`config.mk`:
```
export PLATFORM = sky130hd
export DESIGN_NAME = iommu_cfg_rw_sched
export DESIGN_NICKNAME = d
export VERILOG_FILES = /design/src/rtl/iommu_cfg_rw_sched.sv
export SDC_FILE = /design/constraint.sdc
export NUM_CORES = 1
export LEC_CHECK = 0
export BUFFER_PORTS_ARGS = -buffer_cell sky130_fd_sc_hd__buf_2
export CORE_AREA = 4 4 131 133
export CTS_BUF_LIST = sky130_fd_sc_hd__clkbuf_2 sky130_fd_sc_hd__clkbuf_4 sky130_fd_sc_hd__clkbuf_8
export CTS_CLUSTER_DIAMETER = 30
export CTS_CLUSTER_SIZE = 14
export DETAILED_ROUTE_END_ITERATION = 8
export DIE_AREA = 0 0 135 137
export PLACE_DENSITY_LB_ADDON = 0.15
export SLEW_MARGIN = 5
export SYNTH_ARGS = -nofsm -noshare
export SYNTH_HDL_FRONTEND = slang
export SYNTH_SLANG_ARGS = --single-unit
```
`constraint.sdc`:
```
create_clock -name clk_i -period 10.3 [get_ports clk_i]
set_input_delay 2.575 -clock clk_i [delete_from_list [all_inputs] [get_ports clk_i]]
set_output_delay 2.575 -clock clk_i [all_outputs]
set_load 0.01 [all_outputs]
```
`src/rtl/iommu_cfg_rw_sched.sv`:
```
// AXI-Lite to single-port register scheduler for the IOMMU config port: one outstanding access, round-robin R/W.
// Optional IOMMU_CFG_PROT_CHECK_EN rejects unprivileged accesses (prot[0]=0) with SLVERR without touching registers.
module iommu_cfg_rw_sched #(
    parameter int ADDR_WIDTH = 13,
    parameter int DATA_WIDTH = 64
) (
    input  logic                    clk_i,
    input  logic                    rst_i,
    input  logic [ADDR_WIDTH-1:0]   s_axil_awaddr,
    input  logic [2:0]              s_axil_awprot,
    input  logic                    s_axil_awvalid,
    output logic                    s_axil_awready,
    input  logic [DATA_WIDTH-1:0]   s_axil_wdata,
    input  logic [DATA_WIDTH/8-1:0] s_axil_wstrb,
    input  logic                    s_axil_wvalid,
    output logic                    s_axil_wready,
    output logic [1:0]              s_axil_bresp,
    output logic                    s_axil_bvalid,
    input  logic                    s_axil_bready,
    input  logic [ADDR_WIDTH-1:0]   s_axil_araddr,
    input  logic [2:0]              s_axil_arprot,
    input  logic                    s_axil_arvalid,
    output logic                    s_axil_arready,
    output logic [DATA_WIDTH-1:0]   s_axil_rdata,
    output logic [1:0]              s_axil_rresp,
    output logic                    s_axil_rvalid,
    input  logic                    s_axil_rready,
    output logic                    reg_valid_o,
    output logic                    reg_write_o,
    output logic [ADDR_WIDTH-1:0]   reg_addr_o,
    output logic [DATA_WIDTH-1:0]   reg_wdata_o,
    output logic [DATA_WIDTH/8-1:0] reg_wstrb_o,
    input  logic                    reg_ready_i,
    input  logic [DATA_WIDTH-1:0]   reg_rdata_i,
    input  logic                    reg_error_i
);

    localparam int STRB_W = DATA_WIDTH / 8;

    typedef enum logic [2:0] {IDLE, WR_ACC, WR_RSP, RD_ACC, RD_RSP} state_t;

    state_t                state_q, state_d;
    logic                  last_wr_q;
    logic                  wr_cand, rd_cand, wr_grant, rd_grant, priv_ok;
    logic [ADDR_WIDTH-1:0] addr_p1;
    logic [DATA_WIDTH-1:0] wdata_p1;
    logic [STRB_W-1:0]     wstrb_p1;
    logic                  err_p2;
    logic [DATA_WIDTH-1:0] rdata_p2;

    function automatic logic [1:0] resp_enc(input logic err);
        return err ? 2'b10 : 2'b00;
    endfunction

    // Round-robin: on a tie the side that did not go last wins; no grant while in reset.
    assign wr_cand  = s_axil_awvalid & s_axil_wvalid;
    assign rd_cand  = s_axil_arvalid;
    assign wr_grant = (state_q == IDLE) & ~rst_i & wr_cand & (~rd_cand | ~last_wr_q);
    assign rd_grant = (state_q == IDLE) & ~rst_i & rd_cand & (~wr_cand | last_wr_q);

`ifdef IOMMU_CFG_PROT_CHECK_EN
    assign priv_ok = wr_grant ? s_axil_awprot[0] : s_axil_arprot[0];
`else
    logic unused_prot;
    assign unused_prot = ^{s_axil_awprot, s_axil_arprot};
    assign priv_ok     = 1'b1;
`endif

    always_ff @(posedge clk_i) begin
        if (rst_i) begin
            state_q   <= IDLE;
            last_wr_q <= 1'b1;
        end else begin
            state_q <= state_d;
            if (wr_grant) last_wr_q <= 1'b1;
            else if (rd_grant) last_wr_q <= 1'b0;
        end
    end

    // Stage 1: request capture at address handshake; stage 2: response capture at register completion.
    always_ff @(posedge clk_i) begin
        if (wr_grant) begin
            addr_p1  <= s_axil_awaddr;
            wdata_p1 <= s_axil_wdata;
            wstrb_p1 <= s_axil_wstrb;
        end else if (rd_grant) begin
            addr_p1 <= s_axil_araddr;
        end
        if ((wr_grant | rd_grant) & ~priv_ok) begin
            err_p2   <= 1'b1;
            rdata_p2 <= '0;
        end else if (reg_valid_o & reg_ready_i) begin
            err_p2 <= reg_error_i;
            if (!reg_write_o) rdata_p2 <= reg_rdata_i;
        end
    end

    always_comb begin
        state_d = state_q;
        case (state_q)
            IDLE: begin
                if (wr_grant)      state_d = priv_ok ? WR_ACC : WR_RSP;
                else if (rd_grant) state_d = priv_ok ? RD_ACC : RD_RSP;
            end
            WR_ACC:  if (reg_ready_i)   state_d = WR_RSP;
            RD_ACC:  if (reg_ready_i)   state_d = RD_RSP;
            WR_RSP:  if (s_axil_bready) state_d = IDLE;
            RD_RSP:  if (s_axil_rready) state_d = IDLE;
            default: state_d = IDLE;
        endcase
    end

    // Payload outputs are gated by state so stale latches never leak out after reset.
    always_comb begin
        s_axil_awready = wr_grant;
        s_axil_wready  = wr_grant;
        s_axil_arready = rd_grant;
        reg_valid_o    = (state_q == WR_ACC) | (state_q == RD_ACC);
        reg_write_o    = (state_q == WR_ACC);
        reg_addr_o     = reg_valid_o ? addr_p1 : '0;
        reg_wdata_o    = reg_write_o ? wdata_p1 : '0;
        reg_wstrb_o    = reg_write_o ? wstrb_p1 : '0;
        s_axil_bvalid  = (state_q == WR_RSP);
        s_axil_bresp   = s_axil_bvalid ? resp_enc(err_p2) : 2'b00;
        s_axil_rvalid  = (state_q == RD_RSP);
        s_axil_rresp   = s_axil_rvalid ? resp_enc(err_p2) : 2'b00;
        s_axil_rdata   = s_axil_rvalid ? rdata_p2 : '0;
    end

endmodule

```
==> metrics.yaml <==
logic_synthesis:
  synth-edff-count: 150
  ys_ff_latch: 154
  syn_area_um2: 6047
  yosysTopAreaCellShare_pct: 74.49
  netlist_instances: 370
  yosysWarnings: 0
  synthTopCellsByArea: "edfxtp_1 (74%), and2_1 (16%), mux2_4 (2.2%), dfxtp_1 (1.3%), mux2_2 (0.74%)"
  ys_types: 32
  syn_avg_cell_area_um2: 16.34
  synth_common_cells: "and2_1 (153), edfxtp_1 (150), mux2_4 (9)"
  seq_area_frac_synth_pct: 75.81
  synth_most_common_cell: "and2_1"
  async_flop_share_pct: 0
  synth_area_leader_cell: "edfxtp_1"
  ys.flop_type: "edfxtp_1"
power:
  clkPwrFrac_pct: 39.2
  power_density_nw_per_um2: 158.9
  intPower_mw: 1.051
  leakage_nw: 3.823
  power_mw: 1.327
  power.switching_mw: 0.2763
  irDropWorstVdd_mv: 0.08758
  p_comb_share_pct: 7.4
  pwr-share-seq_pct: 53.4
  swShare_pct: 20.82
grt:
  grt_max_degree: 74
  grt_pass1_vias: 4233
  grt_pass1_wl_um: 22250
  grt_use_total_pct: 15.87
  grt_overflow: 0
  antenna_found_initial: 2
clocking:
  cts-resized-gates: 0
  cts_tree: "yes"
  clk_pin_slew_ns: 0.08
  postCtsHoldBufs: 0
  clockRootBuffer: "clkbuf_8"
  clockBufferDepth: 2
  cts_setup_buffers: 0
  clk_latency_ns: 0.43
  cts-buffers-inserted: 17
  cts_num_sinks: 154
  h-tree-depth: 4
drt:
  route.detailed.drc: 0
  first_pass_iters: 4
  viasPerCell: 4.357
  wirelength_um: 15380
  num_vias: 4048
  drt-initial-drc-count: 137
  drt-wirelength-per-cell_um: 16.55
  ant_nets: 0
worst_setup_path:
  rr_startpoint: "state_q[1]"
  max_stage_delay_ns: 0.54
  critical_path_arrival_ns: 4.17
  start_kind: "input port"
  path_max_fanout: 21
  endpoint_kind: "output pin"
  crit_chain: "buf_2, nor4_4, nand3_2, inv_2, buf_2"
  setup.worst_path.start: "rst_i"
  critPathKind: "input port to output pin"
  cp_data_required_time_ns: 7.73
  cp_common_cell: "buf_2"
  cp_slowest_cell: "inv_2"
sta:
  rsz0062_at_grt: "false"
  setup_slack_ns: 3.553
  finalMaxSlewViolations: 0
  tns_ns: 0
  max-slew-margin-rel_pct: 30.21
  hold_violations: 0
  layout_min_cycle_time_ns: 6.747
  fin_skew_ns: 0.007089
  worstMarginPinSlew_ns: 1.045
  setup_violations: 0
  max_freq_mhz: 148.2
  timing.final.crit_share_pct: 65.51
placement:
  pre_cts_slack_ns: 3.537
  dp_hpwl_um: 11540
  portBuffers: 328
  place_congestion: 0.7496
floorplan:
  start_util_pct: 38.21
  die_w_um: 135
  rows: 46
  die_h_um: 137
  core-area_um2: 15830
  ioPinCount: 337
  dieArea_um2: 18500
finish:
  num-fill-cells: 1409
  fin_util_pct: 52.74
  fin_nets: 876
  syn_to_final_growth_pct: 38.05
  drive_gt1_share_pct: 53.79
worst_hold_path:
  hp-class: "flop to flop"
  min-delay-start: "state_q[2]"
flow_run:
  drv_cap: 0
outcome:
  status: "complete, no violations"
==> layout by cell type, fill, tap and decap left out, types with 2 or more instances in the layout <==
cell type and count:
mux2_4 9, clkbuf_4 2, dfxtp_1 4, bufinv_16 5, buf_2 328, inv_6 2
edfxtp_1 150, inv_1 2, buf_4 4, clkbuf_8 17, clkinv_4 4, mux2_2 4
conb_1 2, and2_1 153, clkinvlp_4 2, a21oi_1 2
==> final cells by class <==
class                           count  area, um^2  share of cell area (%)
Antenna cell                        1       2.502                 0.02998
Inverter                            3       11.26                  0.1349
Sequential cell                   154        4584                   54.92
Clock inverter                     13       217.7                   2.608
Timing Repair Buffer              332        1672                   20.02
Multi-Input combinational cell    191        1341                   16.07
Clock buffer                       19       249.0                   2.983
Tap cell                          216       270.3                   3.237
==> power by group through the flow <==
| stage | Sequential (mW) | Combinational, mW | Clock (mW) |
|---|---|---|---|
| 5_1_grt | 0.710 | 0.108 | 0.564 |
| 2_1_floorplan | 0.721 | 0.0472 | 0 |
| 6_report | 0.709 | 0.0975 | 0.520 |
| 3_3_place_gp | 0.723 | 0.0967 | 0 |
| 3_5_place_dp | 0.723 | 0.0996 | 0 |
| 4_1_cts | 0.709 | 0.0999 | 0.541 |
==> critical path, delay by kind of cell <==
family / cells / cell delay, ns
buffers and inverters: 3 / 0.92
and+or+nand+nor: 2 / 0.64
==> state kept, by name, indices dropped and copies added (netlist names) <==
name / cells
err_p2: 1
addr_p1: 13
wstrb_p1: 8
wdata_p1: 64
rdata_p2: 64
state_q: 3
last_wr_q: 1
==> final timing paths <==
| path | to | slack (ns) | cells past startpoint |
|---|---|---|---|
| worst max-delay path | s_axil_awready | 3.55 | 5 |
| worst min-delay path | state_q[1] | 0.60 | 1 |
| worst max register to register | wdata_p1[14] | 7.41 | 4 |
| worst min register to register | state_q[1] | 0.60 | 1 |
==> per-stage QoR <==
stage / hold slack, ns / std cells / instance area, um^2
floorplan: 0.5203 / 371 / 6051
global placement: 0.5630 / 896 / 7879
detailed placement: 0.5909 / 896 / 7879
CTS: 0.6095 / 928 / 8346
global route: 0.6436 / 929 / 8348
finish: 0.6001 / 929 / 8348
==> kinds of logic after synthesis <==
group / after synthesis / synth area share, %
other cells: 1 / 0.06201
compound gates: 7 / 0.8070
mux: 14 / 3.145
flops: 154 / 75.81
simple gates: 168 / 17.86
buf+inv: 26 / 2.317
==> metal layers <==
layer	track usage [%]	part of all wire [%]
met5	0	0.078
met4	5.767	1.4
met3	7.868	12
met2	27.65	50
met1	16.63	37
Note: power is estimated with default switching activity, not from simulation.
